<file path="src/rtl/softex_pkg.sv">
// softex_pkg: shared constants and types for the SoftEx datapath blocks.
//   LANE_DEPTH_DEF     default depth of each per-lane elastic FIFO
//   LANE_XBAR_MAX_LANES upper bound on lanes covered by the observation flags
//   lane_xbar_flags_t  per-FIFO empty/full vectors of the lane crossbar,
//                      reserved for observation by the controller
package softex_pkg;

    localparam int LANE_DEPTH_DEF      = 4;
    localparam int LANE_XBAR_MAX_LANES = 16;

    typedef struct packed {
        logic [LANE_XBAR_MAX_LANES-1:0] split_empty;
        logic [LANE_XBAR_MAX_LANES-1:0] split_full;
        logic [LANE_XBAR_MAX_LANES-1:0] merge_empty;
        logic [LANE_XBAR_MAX_LANES-1:0] merge_full;
        logic                           tag_empty;
        logic                           tag_full;
    } lane_xbar_flags_t;

endpackage

</file>
<file path="src/rtl/softex_lane_fifo.sv">
// softex_lane_fifo: registered synchronous FIFO, no fall-through.
//   clk_i, rst_i   clock and synchronous active-high reset
//   clear_i        synchronous flush, overrides push/pop in the same cycle
//   push_i/wdata_i write side; a push while full is ignored
//   pop_i/rdata_o  read side; rdata_o is the head entry, zero when empty
//   full_o/empty_o occupancy flags, derived from registered state only
module softex_lane_fifo
    import softex_pkg::*;
#(
    parameter int WIDTH = 32,
    parameter int DEPTH = 4
) (
    input  logic             clk_i,
    input  logic             rst_i,
    input  logic             clear_i,
    input  logic             push_i,
    input  logic [WIDTH-1:0] wdata_i,
    input  logic             pop_i,
    output logic [WIDTH-1:0] rdata_o,
    output logic             full_o,
    output logic             empty_o
);

    localparam int AW = (DEPTH > 1) ? $clog2(DEPTH) : 1;
    localparam int CW = $clog2(DEPTH + 1);
    localparam logic [AW-1:0] LAST_PTR = AW'(DEPTH - 1);
    localparam logic [CW-1:0] FULL_CNT = CW'(DEPTH);

    logic [AW-1:0]    wr_ptr_q, wr_ptr_d;
    logic [AW-1:0]    rd_ptr_q, rd_ptr_d;
    logic [CW-1:0]    cnt_q, cnt_d;
    logic [WIDTH-1:0] mem_q [DEPTH];
    logic [WIDTH-1:0] mem_d [DEPTH];
    logic             push_s, pop_s;

    // Pointers wrap at DEPTH, which need not be a power of two.
    function automatic logic [AW-1:0] ptr_inc(input logic [AW-1:0] p);
        return (p == LAST_PTR) ? {AW{1'b0}} : p + AW'(1);
    endfunction

    assign full_o  = (cnt_q == FULL_CNT);
    assign empty_o = (cnt_q == {CW{1'b0}});
    assign push_s  = push_i & ~full_o;
    assign pop_s   = pop_i & ~empty_o;
    // Zero when empty keeps downstream data quiet after reset/flush.
    assign rdata_o = empty_o ? {WIDTH{1'b0}} : mem_q[rd_ptr_q];

    // Next-state for pointers, occupancy and storage.
    always_comb begin
        wr_ptr_d = wr_ptr_q;
        rd_ptr_d = rd_ptr_q;
        cnt_d    = cnt_q;
        mem_d    = mem_q;
        if (clear_i) begin
            wr_ptr_d = {AW{1'b0}};
            rd_ptr_d = {AW{1'b0}};
            cnt_d    = {CW{1'b0}};
        end else begin
            if (push_s) begin
                mem_d[wr_ptr_q] = wdata_i;
                wr_ptr_d        = ptr_inc(wr_ptr_q);
            end else begin
                wr_ptr_d = wr_ptr_q;
            end
            if (pop_s) begin
                rd_ptr_d = ptr_inc(rd_ptr_q);
            end else begin
                rd_ptr_d = rd_ptr_q;
            end
            case ({push_s, pop_s})
                2'b10:   cnt_d = cnt_q + CW'(1);
                2'b01:   cnt_d = cnt_q - CW'(1);
                default: cnt_d = cnt_q;
            endcase
        end
    end

    // Control state register with synchronous reset.
    always_ff @(posedge clk_i) begin
        if (rst_i) begin
            wr_ptr_q <= {AW{1'b0}};
            rd_ptr_q <= {AW{1'b0}};
            cnt_q    <= {CW{1'b0}};
        end else begin
            wr_ptr_q <= wr_ptr_d;
            rd_ptr_q <= rd_ptr_d;
            cnt_q    <= cnt_d;
        end
    end

    // Storage is not reset: entries are only visible once pushed.
    always_ff @(posedge clk_i) begin
        mem_q <= mem_d;
    end

endmodule

</file>
<file path="src/rtl/softex_lane_xbar.sv">
// softex_lane_xbar: splits wide beats element-wise across NUM_LANES
// decoupled lanes and re-merges the lane results in order.
//   clk_i, rst_i, clear_i        clock, sync reset, sync flush (same effect)
//   in_valid_i/in_ready_o        wide input handshake, in_data_i, in_strb_i
//   lane_valid_o/lane_ready_i    per-lane split side, lane_data_o
//   lane_valid_i/lane_ready_o    per-lane merge side, lane_data_i
//   out_valid_o/out_ready_i      wide output handshake, out_data_o, out_strb_o
//   in_cnt_o/out_cnt_o           accepted/emitted beat counters (wrap)
//   busy_o                       any internal FIFO holds data
module softex_lane_xbar
    import softex_pkg::*;
#(
    parameter int NUM_LANES     = 4,
    parameter int DATA_WIDTH    = 128,
    parameter int ELEMENT_WIDTH = 16,
    parameter int LANE_DEPTH    = LANE_DEPTH_DEF,
    parameter int TAG_DEPTH     = 2 * LANE_DEPTH + 2
) (
    input  logic                    clk_i,
    input  logic                    rst_i,
    input  logic                    clear_i,
    input  logic                    in_valid_i,
    output logic                    in_ready_o,
    input  logic [DATA_WIDTH-1:0]   in_data_i,
    input  logic [DATA_WIDTH/8-1:0] in_strb_i,
    output logic [NUM_LANES-1:0]    lane_valid_o,
    input  logic [NUM_LANES-1:0]    lane_ready_i,
    output logic [DATA_WIDTH-1:0]   lane_data_o,
    input  logic [NUM_LANES-1:0]    lane_valid_i,
    output logic [NUM_LANES-1:0]    lane_ready_o,
    input  logic [DATA_WIDTH-1:0]   lane_data_i,
    output logic                    out_valid_o,
    input  logic                    out_ready_i,
    output logic [DATA_WIDTH-1:0]   out_data_o,
    output logic [DATA_WIDTH/8-1:0] out_strb_o,
    output logic [15:0]             in_cnt_o,
    output logic [15:0]             out_cnt_o,
    output logic                    busy_o
);

    localparam int LANE_W = DATA_WIDTH / NUM_LANES;
    localparam int N_EL   = DATA_WIDTH / ELEMENT_WIDTH;
    localparam int EPL    = N_EL / NUM_LANES;
    localparam int STRB_W = DATA_WIDTH / 8;
    localparam int EW     = ELEMENT_WIDTH;

    logic [LANE_W-1:0]    split_wdata [NUM_LANES];
    logic [LANE_W-1:0]    split_rdata [NUM_LANES];
    logic [LANE_W-1:0]    merge_rdata [NUM_LANES];
    logic [NUM_LANES-1:0] split_full, split_empty;
    logic [NUM_LANES-1:0] merge_full, merge_empty;
    logic [NUM_LANES-1:0] split_pop, merge_push;
    logic                 tag_full, tag_empty;
    logic                 in_fire, out_fire;
    logic [15:0]          in_cnt_q, in_cnt_d;
    logic [15:0]          out_cnt_q, out_cnt_d;

    // Ready looks only at registered full flags, so there is no
    // combinational path from any consumer ready back to in_ready_o.
    assign in_ready_o   = ~(|split_full) & ~tag_full;
    assign in_fire      = in_valid_i & in_ready_o;
    assign lane_valid_o = ~split_empty;
    assign split_pop    = lane_valid_o & lane_ready_i;
    assign lane_ready_o = ~merge_full;
    assign merge_push   = lane_valid_i & lane_ready_o;
    assign out_valid_o  = ~(|merge_empty) & ~tag_empty;
    assign out_fire     = out_valid_o & out_ready_i;
    assign busy_o       = ~(&split_empty) | ~(&merge_empty) | ~tag_empty;
    assign in_cnt_o     = in_cnt_q;
    assign out_cnt_o    = out_cnt_q;

    for (genvar l = 0; l < NUM_LANES; l++) begin : g_lane
        // Element e travels on lane e % NUM_LANES in slot e / NUM_LANES;
        // the merge side applies the exact inverse.
        for (genvar s = 0; s < EPL; s++) begin : g_slot
            assign split_wdata[l][s*EW +: EW] = in_data_i[(s*NUM_LANES+l)*EW +: EW];
            assign out_data_o[(s*NUM_LANES+l)*EW +: EW] = merge_rdata[l][s*EW +: EW];
        end

        assign lane_data_o[l*LANE_W +: LANE_W] = split_rdata[l];

        softex_lane_fifo #(.WIDTH(LANE_W), .DEPTH(LANE_DEPTH)) u_split (
            .clk_i   (clk_i),
            .rst_i   (rst_i),
            .clear_i (clear_i),
            .push_i  (in_fire),
            .wdata_i (split_wdata[l]),
            .pop_i   (split_pop[l]),
            .rdata_o (split_rdata[l]),
            .full_o  (split_full[l]),
            .empty_o (split_empty[l])
        );

        softex_lane_fifo #(.WIDTH(LANE_W), .DEPTH(LANE_DEPTH)) u_merge (
            .clk_i   (clk_i),
            .rst_i   (rst_i),
            .clear_i (clear_i),
            .push_i  (merge_push[l]),
            .wdata_i (lane_data_i[l*LANE_W +: LANE_W]),
            .pop_i   (out_fire),
            .rdata_o (merge_rdata[l]),
            .full_o  (merge_full[l]),
            .empty_o (merge_empty[l])
        );
    end

    // Strobes ride alongside the lanes; since every lane is strictly
    // FIFO, the tag head always belongs to the beat being merged.
    softex_lane_fifo #(.WIDTH(STRB_W), .DEPTH(TAG_DEPTH)) u_tag (
        .clk_i   (clk_i),
        .rst_i   (rst_i),
        .clear_i (clear_i),
        .push_i  (in_fire),
        .wdata_i (in_strb_i),
        .pop_i   (out_fire),
        .rdata_o (out_strb_o),
        .full_o  (tag_full),
        .empty_o (tag_empty)
    );

    // Beat counters; flush wins over a same-cycle handshake.
    always_comb begin
        in_cnt_d  = in_cnt_q;
        out_cnt_d = out_cnt_q;
        if (clear_i) begin
            in_cnt_d  = 16'h0000;
            out_cnt_d = 16'h0000;
        end else begin
            in_cnt_d  = in_cnt_q + {15'h0000, in_fire};
            out_cnt_d = out_cnt_q + {15'h0000, out_fire};
        end
    end

    // Counter registers with synchronous reset.
    always_ff @(posedge clk_i) begin
        if (rst_i) begin
            in_cnt_q  <= 16'h0000;
            out_cnt_q <= 16'h0000;
        end else begin
            in_cnt_q  <= in_cnt_d;
            out_cnt_q <= out_cnt_d;
        end
    end

endmodule

</file>
<file path="config.mk">
export PLATFORM = sky130hd
export DESIGN_NAME = softex_lane_xbar
export DESIGN_NICKNAME = d
export VERILOG_FILES = /design/src/rtl/softex_pkg.sv /design/src/rtl/softex_lane_fifo.sv /design/src/rtl/softex_lane_xbar.sv
export SDC_FILE = /design/constraint.sdc
export NUM_CORES = 1
export LEC_CHECK = 0
export CAP_MARGIN = 20
export CORE_ASPECT_RATIO = 0.8
export CORE_UTILIZATION = 55
export CTS_CLUSTER_DIAMETER = 150
export DETAILED_ROUTE_END_ITERATION = 10
export GPL_TIMING_DRIVEN = 0
export PLACE_DENSITY = 0.79
export SLEW_MARGIN = 10
export SYNTH_ARGS = -nofsm -noshare
export SYNTH_HDL_FRONTEND = slang
export SYNTH_SLANG_ARGS = --single-unit
</file>
<file path="constraint.sdc">
create_clock -name clk_i -period 5.61 [get_ports clk_i]
set_input_delay 0.8415 -clock clk_i [delete_from_list [all_inputs] [get_ports clk_i]]
set_output_delay 0.8415 -clock clk_i [all_outputs]
set_load 0.05 [all_outputs]
</file>
==> qor_table.md <==
| Metric | Reported |
| --- | --- |
| Insertion delay of the later-clocked pin in the worst-skew pair | 700 ps |
| Static Leakage | 0.01993 uW |
| Number of distinct library cell variants in the gate-level netlist after synthesis | 49 |
| Cts hold-fix bufs | 0 |
| Register-to-Register Setup Slack | 1900 ps |
| Reg-to-reg critical path endpoint | out_cnt_o[15] |
| Leading post-synthesis cells by instance count | edfxtp_1, mux4_2, and2_1 |
| Number of setup buffers added after CTS | 0 |
| Relative slew slack | 24.84% |
| Setup repair after global routing missed its margin | no |
| Net count of the finished layout | 3,793 |
| Placed inst area | 59,000 um^2 |
| Initial antenna violation count | 30 |
| Maximum Capacitance Violations | 0 |
| DR DRC count | 0 |
| Result of the run | finished clean |
| Mapped Nets | 3,024 |
| Effective utilization at floorplan | 55.46% |
| Sum of overflow across all layers after global routing | 0 |
| Clock sink total | 1,284 |
| Classification of the worst-slack hold path | flop to flop |
| Sequential element share of the synthesized area | 74.38% |
| Antenna Nets Post-Route | 0 |
| Launching element type of the critical path | flop |
| Maximum VDD drop | 295.4 uV |
| Cell area after synthesis | 50,490 um^2 |
| Warning count from the yosys run | 0 |
| Worst Skew | 29.15 ps |
| Final standard cell area without fillers | 62,850 um^2 |
| Worst-path fanout max | 11 |
| Io pins | 600 |
| Ys flop type | edfxtp_1 |
| CP endpoint kind | primary output |
| Fin crit period | 5015 ps |
| Cell depth of the worst min-delay path | 2 |
| Library cell with the highest instance count after synthesis | edfxtp_1 |
| Final clock period utilization by the worst path | 89.40% |
| Cts bufs inserted | 117 |
| Sum of net half-perimeters after detailed placement | 83.33 mm |
| Area of the die | 93,030 um^2 |
| Logic depth of the worst register-to-register path | 11 |
| Number of synthesized register bits | 1,284 |
| CTS tree | yes |
| Kind of critical path | flop to primary output |
| Count of pins over their slew limit | 0 |
| Instance count of the mapped netlist | 2,676 |
| Endpoints failing setup | 0 |
| Worst slack at placement | 1447 ps |
| Highest Clock Rate | 199.4 MHz |
| Global-route usage over all layers | 26.03% |
| Die Wd | 340.8 um |
| Slew @ Worst Pin | 1127 ps |
| Average wire length per cell after detail routing | 25.44 um |
| Async set-or-reset flop fraction in the synthesized netlist | 0% |
| Maximum buffer depth of the clock tree | 3 |
| Number of search-and-repair iterations in the first detailed-routing pass | 6 |
| Cell accounting for the most synthesized area | edfxtp_1 |
| Smallest setup slack after layout | 594.6 ps |
| Buffer cell driving the clock tree root | clkbuf_16 |
| Core area | 91,040 um^2 |
| Synthesis-to-layout area growth | 24.47% |
| Startpoint of the worst register-to-register path | u_tag.cnt_q[1] |
| Portion of synthesized cell area occupied by the leading cell type | 70.41% |
| Clock edge transition at the registers on the reported setup and hold paths | 70 ps |
| Share of layout cells above drive strength 1 | 16.68% |
| Final number of hold-violating endpoints | 0 |
| Number of instances resized during post-cts repair | 0 |
| Routed WL | 121.6 mm |
| Post-Synthesis Mean Instance Area | 18.87 um^2 |
| Wire length of the first global-routing pass | 179.0 mm |
| Hold path startpoint | g_lane[2].u_split.wr_ptr_q[1] |
| Required time of the critical path | 4770 ps |
| Vias in the first global route | 28.96k |
| Via density per instance | 5.800 |
| H-tree depth | 3 |
| Count of buffers inserted at the top-level ports | 597 |
| Number of DRC violations after detailed-routing iteration 0 | 2,203 |
| Maximum number of pins on one net before global-route repair | 32 |
| Final setup TNS | 0 ps |
| Total via count after detailed routing | 27.73k |
| Area contributors post-synth | edfxtp_1, mux4_2, dfxtp_1 |
| Final estimated routing congestion in global placement | 0.8238 |
| Arrival @ worst endpoint | 4170 ps |
| Pwr Density | 317.7 nW/um^2 |
| Core Rows | 99 |
| Endpoint with the worst hold slack | g_lane[2].u_split.wr_ptr_q[1] |
| Die Height | 273.0 um |
| Number of synthesized flops with an enable pin | 1,184 |
[power by group]
group          leakage (uW)  total [uW]  internal, uW  switching (uW)
Combinational       0.00654        1500           587             916
Clock               0.00185        7810          4320            3490
Sequential           0.0116       10700         10600            46.2
[worst max-delay path, cell delays in order (launching register included)]
cell and delay (ps):
dfxtp_1 450, buf_2 350, buf_2 370, buf_2 410, buf_2 540, mux2i_1 150
o32ai_1 280, clkdlybuf4s50_1 910
[cell families (layout without fill, tap and decap cells)]
family	count (synthesis)	in the layout	share of synthesized area, %
xor+xnor	38	38	0.6591
simple gates	598	598	6.663
other cells	0	20	0
flops	1284	1284	74.38
fa+ha+maj	63	63	1.680
mux	349	349	13.29
compound gates	148	148	1.779
buf+inv	196	1070	1.556
[per-stage QoR]
stage,std cells,power [uW],hold WS [ps],utilization (%)
floorplan,2676,11620,457.3,-
global placement,4485,12270,468.6,63.69
detailed placement,4537,12350,493.5,64.80
CTS,4761,20080,501.7,68.97
global route,4773,20500,530.2,69.01
finish,4782,19970,495.5,69.03
[worst max path at each step]
| stage | start | endpoint | cells past startpoint |
|---|---|---|---|
| floorplan | in_valid_i | u_tag.mem_q[144] | 3 |
| global placement | clear_i | u_tag.mem_q[85] | 3 |
| detailed placement | u_tag.rd_ptr_q[0] | out_strb_o[8] | 7 |
| CTS | u_tag.rd_ptr_q[0] | out_strb_o[8] | 7 |
| global route | u_tag.rd_ptr_q[0] | out_strb_o[8] | 7 |
| finish | u_tag.rd_ptr_q[0] | out_strb_o[8] | 7 |
[registers in the layout (all words and copies together) (netlist names)]
| register | cells |
|---|---|
| g_lane.u_split.cnt_q | 12 |
| u_tag.cnt_q | 4 |
| g_lane.u_merge.wr_ptr_q | 8 |
| g_lane.u_split.rd_ptr_q | 8 |
| u_tag.wr_ptr_q | 4 |
| g_lane.u_split.wr_ptr_q | 8 |
| g_lane.u_split.mem_q | 512 |
| u_tag.mem_q | 160 |
| g_lane.u_merge.rd_ptr_q | 8 |
| in_cnt_o | 16 |
| g_lane.u_merge.mem_q | 512 |
| g_lane.u_merge.cnt_q | 12 |
| out_cnt_o | 16 |
| u_tag.rd_ptr_q | 4 |
[routing by layer]
| layer | GRT usage [%] | routed length [um] | up-vias |
|---|---|---|---|
| met3 | 6.699 | 10600 | 256 |
| li1 | - | - | 12110 |
| met2 | 43.60 | 61960 | 1149 |
| met1 | 32.90 | 45020 | 14200 |
| met5 | 0 | 147 | - |
| met4 | 9.771 | 3917 | 24 |
[cell type report]
class | count | area, um^2
fillers | 5644 | 28190
clock inverters | 74 | 636.9
multi-input cells | 1196 | 12270
plain buffers | 141 | 579.3
well taps | 1212 | 1516
flip-flops and latches | 1284 | 37560
clock buffers | 150 | 3154
inverters | 55 | 206.4
repair buffers | 650 | 6884
diodes | 20 | 50.05
[layout by cell type (no fill, tap or decap), types with 55 or more instances in the layout]
cell and n:
ha_1 55, clkbuf_16 119, clkbuf_1 122, nor2_1 77, dfxtp_1 100, and2_1 134
edfxtp_1 1184, mux2i_1 83, mux4_2 256, nand2_1 77, clkdlybuf4s50_1 597, nor2b_1 132
Power figures use the tool's default switching activity.
